**src/rtl/wb_select_ctrl.sv**
```systemverilog
// rtl/wb_select_ctrl.sv - writeback select sequencer for the 8:1 one-hot result mux
// Waits on long-latency units, then issues a one-cycle one-hot select with write enable.
module wb_select_ctrl #(
    parameter logic [7:0] LONG_MASK = 8'b0010_0000,
    parameter int         TIMEOUT   = 16,
    parameter int         CW        = 8
) (
    input  logic       clk,
    input  logic       rst_n,
    input  logic       req_valid,
    input  logic [2:0] req_src,
    output logic       req_ready,
    input  logic [7:0] unit_done,
    output logic [7:0] sel,
    output logic       wr_en,
    output logic       busy,
    output logic       timeout_err
);

    typedef enum logic [1:0] {
        S_IDLE,
        S_WAIT,
        S_WRITE,
        S_ABORT
    } state_t;

    localparam logic [CW-1:0] CNT_LAST = CW'(TIMEOUT - 1);

    state_t        state, state_d;
    logic [2:0]    src_q, src_d;
    logic [CW-1:0] cnt, cnt_d;
    logic [7:0]    sel_d;
    logic          wr_en_d;
    logic          timeout_err_d;

    // Outputs are computed for the state being entered so they are registered
    // and line up with the WRITE/ABORT cycle itself.
    always_comb begin
        state_d       = state;
        src_d         = src_q;
        cnt_d         = cnt;
        sel_d         = 8'h00;
        wr_en_d       = 1'b0;
        timeout_err_d = 1'b0;
        case (state)
            S_IDLE: begin
                if (req_valid) begin
                    src_d = req_src;
                    if (LONG_MASK[req_src]) begin
                        state_d = S_WAIT;
                        cnt_d   = '0;
                    end else begin
                        state_d = S_WRITE;
                        sel_d   = 8'(1) << req_src;
                        wr_en_d = 1'b1;
                    end
                end
            end
            S_WAIT: begin
                // Done takes priority over an expiring counter.
                if (unit_done[src_q]) begin
                    state_d = S_WRITE;
                    sel_d   = 8'(1) << src_q;
                    wr_en_d = 1'b1;
                end else if (cnt == CNT_LAST) begin
                    state_d       = S_ABORT;
                    timeout_err_d = 1'b1;
                end else begin
                    cnt_d = cnt + 1'b1;
                end
            end
            S_WRITE: state_d = S_IDLE;
            S_ABORT: state_d = S_IDLE;
            default: state_d = S_IDLE;
        endcase
    end

    always_ff @(posedge clk) begin
        if (!rst_n) begin
            state       <= S_IDLE;
            src_q       <= 3'd0;
            cnt         <= '0;
            sel         <= 8'h00;
            wr_en       <= 1'b0;
            timeout_err <= 1'b0;
        end else begin
            state       <= state_d;
            src_q       <= src_d;
            cnt         <= cnt_d;
            sel         <= sel_d;
            wr_en       <= wr_en_d;
            timeout_err <= timeout_err_d;
        end
    end

    assign req_ready = (state == S_IDLE);
    assign busy      = (state == S_WAIT) || (state == S_WRITE);

endmodule

```
**config.mk**
```make
export PLATFORM = sky130hd
export DESIGN_NAME = wb_select_ctrl
export DESIGN_NICKNAME = d
export VERILOG_FILES = /design/src/rtl/wb_select_ctrl.sv
export SDC_FILE = /design/constraint.sdc
export NUM_CORES = 1
export LEC_CHECK = 0
export CORE_MARGIN = 2
export CORE_UTILIZATION = 40
export CTS_BUF_LIST = sky130_fd_sc_hd__clkbuf_8
export CTS_CLUSTER_SIZE = 25
export DETAILED_ROUTE_END_ITERATION = 8
export DONT_BUFFER_PORTS = 1
export REMOVE_ABC_BUFFERS = 1
export SETUP_SLACK_MARGIN = 0.4
export SKIP_CTS_REPAIR_TIMING = 1
export SLEW_MARGIN = 20
export SYNTH_ARGS = -nofsm -noshare
export SYNTH_HDL_FRONTEND = slang
export SYNTH_SLANG_ARGS = --single-unit
```
**constraint.sdc**
```tcl
create_clock -name clk -period 2.6 [get_ports clk]
set_clock_uncertainty 0.05 [all_clocks]
set_input_delay 0.13 -clock clk [delete_from_list [all_inputs] [get_ports clk]]
set_output_delay 0.13 -clock clk [all_outputs]
set_load 0.02 [all_outputs]
```
==> flow_summary.toml <==
[status]
outcome = "complete, but fails checks"
violations = "negative hold slack"

[placed_design]
pre_cts_ws_ps = 552.2
portBuffers = 0
place.gp.congestion = 0.8184
place_hpwl_um = 1838

[critical_path]
required_ps = 2750
cp_slowest_cell = "or3_1"
critical_path_class = "flip-flop to flip-flop"
start_kind = "flip-flop"
critPathTopFamily = "simple AND/OR/NAND/NOR gates"
worst-path-max-fanout = 7
cp_num_buf_inv = 2
critPathArrivalTime_ps = 2140
crit_chain = "inv_1 -> ha_1 -> buf_4 -> o22ai_1 -> nand4_2 -> or3_1 -> o21ai_1"
worst_setup_path_end_kind = "flip-flop"
cpPeakStageDelay_ps = 400

[drt]
route.detailed.drc = 0
viasPerCell = 6.018
drt_first_pass_iters = 4
drtIter0Drc = 29
via_count = 1017
wl_um = 2645
ant_nets = 0
wl_per_cell_um = 15.65

[flow_run]
cap_violations = 0

[cts]
cts_tree = "built"
cts.sinks = 23
cts_buffer_depth = 2
path_clk_slew_ps = 90
htree_num_levels = 1
clockRootBuffer = "clkbuf_8"
cts_buffers = 3
insertion_delay_ps = 260

[logic_synthesis]
ys.flop_type = "dfxtp_1"
synth-warning-count = 0
synthXorXnorAreaFrac = 0
synthArstFlopShare = 0
ys_types = 35
ys_ff_latch = 23
synthCells = 135
synth-simple-area-share = 0.2449
netlist_area_um2 = 1155
synth-adder-area-share = 0.03250
synth-seq-area-share = 0.3987
synth_compound_area_frac = 0.2113
muxShareOfSynthArea = 0.05417
avgSynthCellArea_um2 = 8.555
synth_top_family_by_area = "simple AND/OR/NAND/NOR gates"
synth_edf_count = 0

[timing]
finalHoldViolations = 2
slew_headroom = 0.5770
worst_pin_slew_ps = 630.2
fin_hold_ws_ps = -17.21
clock.fmax_mhz = 501.1
min_period_over_period = 0.7676
drv_slew = 0
rsz0062_at_grt = "no"
setup_viol = 0
setup_tns_ps = 0
period_needed_ps = 1996
timing.final.ws_setup_ps = 604.3

[die]
io_pins = 26
dieArea_um2 = 3333
die_w_um = 57.73
start_util = 0.4188
core_area_um2 = 2758
die_h_um = 57.73
rows = 19

[finish]
final_util = 0.4578
seq_area_um2 = 461.7
n_antenna_cell = 0
final_cell_mix = "dfxtp_1 (22), nor2_1 (14), inv_1 (11), nand2_1 (9), nand3_1 (9)"
final_common_cell = "dfxtp_1"
layout.nets = 156
drive_above_1_share = 0.09420
area_growth_pct = 9.317
fillers = 265
multi_input_area_um2 = 626.9

[pwr]
p_per_area_nw_per_um2 = 762.2
peakVddDrop_mv = 0.7960
leakagePower_nw = 0.4224

[global_routing]
use_met2 = 0.2565
grt_first_pass_wirelength_um = 4333
grt_use_met1 = 0.2187
grtUsageMet3 = 0.03795
antenna_found_initial = 0
grt_pass1_vias = 987
grt-busiest-layer = "met2"
grt_overflow = 0
grt.total_usage = 0.1631
grt_max_degree = 14

[worst_hold_path]
hold_path_class = "input pin to flip-flop"
## path summary, 6_finish.rpt
| path | endpoint | cells past startpoint | slack (ps) | start |
|---|---|---|---|---|
| worst max-delay path | cnt[6]$_SDFFE_PN0P_ | 7 | 600 | state[0]$_SDFFE_PN0P_ |
| worst min-delay path | sel[3]$_SDFF_PN0_ | 2 | -20 | req_src[1] |
| worst max register to register | cnt[6]$_SDFFE_PN0P_ | 7 | 600 | state[0]$_SDFFE_PN0P_ |
| worst min register to register | state[1]$_SDFFE_PN0P_ | 2 | 410 | state[1]$_SDFFE_PN0P_ |
## where the power goes
part / internal (mW) / switching (mW) / leakage, nW / total [mW]
registers: 0.384 / 0.0430 / 0.187 / 0.427
logic: 0.110 / 0.201 / 0.210 / 0.311
clock network: 0.107 / 0.117 / 0.0255 / 0.224
total: 0.601 / 0.361 / 0.422 / 0.962
## cell usage after synthesis, drive strengths merged, types with 4 or more instances
cell type / number / area (um2)
nand3: 10 / 55.05
or3: 4 / 25.02
o21ai: 6 / 30.02
o211ai: 4 / 30.03
inv: 11 / 41.29
nor2: 14 / 52.55
nand2: 9 / 33.78
dfxtp: 23 / 460.4
mux2i: 4 / 40.04
o31ai: 4 / 30.03
a32oi: 5 / 51.30
a22oi: 4 / 30.03
clkbuf: 5 / 18.77
## area by class of cell
cell class                      count  share of cell area
Timing Repair Buffer                5             0.03766
Inverter                           11             0.03271
Multi-Input combinational cell     95              0.4965
Tap cell                           31             0.03072
Sequential cell                    23              0.3657
Clock buffer                        3             0.03271
Clock inverter                      1            0.003964
## worst reg2reg max path, delay by kind of cell (launching register included)
kind                       cells  cell delay, ps
and+or+nand+nor                2             670
DFF                            1             380
AOI/OAI and AO/OA              2             340
buffers and inverters          2             260
adders and majority gates      1             240
## registers in the layout (all words and copies together) (netlist names)
signal / flops
sel: 8
wr_en: 1
state: 2
timeout_err: 1
src_q: 3
cnt: 8
## layer usage
layer,routed length (um),vias up
li1,-,495
met1,1247,488
met2,1235,32
met3,147,2
met4,14,0
met5,0,-
## through the flow
step	cells	total power, mW	instance area (um2)
after floorplan	129	0.6617	1129
after global placement	161	0.7190	1175
after detailed placement	161	0.7273	1175
after CTS	165	0.9503	1221
after global routing	169	1.026	1262
final	169	0.9622	1262
## cell families (layout without fill, tap and decap cells)
logic type               after synthesis  after routing
adder cells (fa/ha/maj)                3              3
multiplexers                           5              5
AND/OR/NAND/NOR                       54             54
flip-flops                            23             23
AO/OA/AOI/OAI                         33             33
buffers and inverters                 17             20
Note: power is estimated with default switching activity, not from simulation.
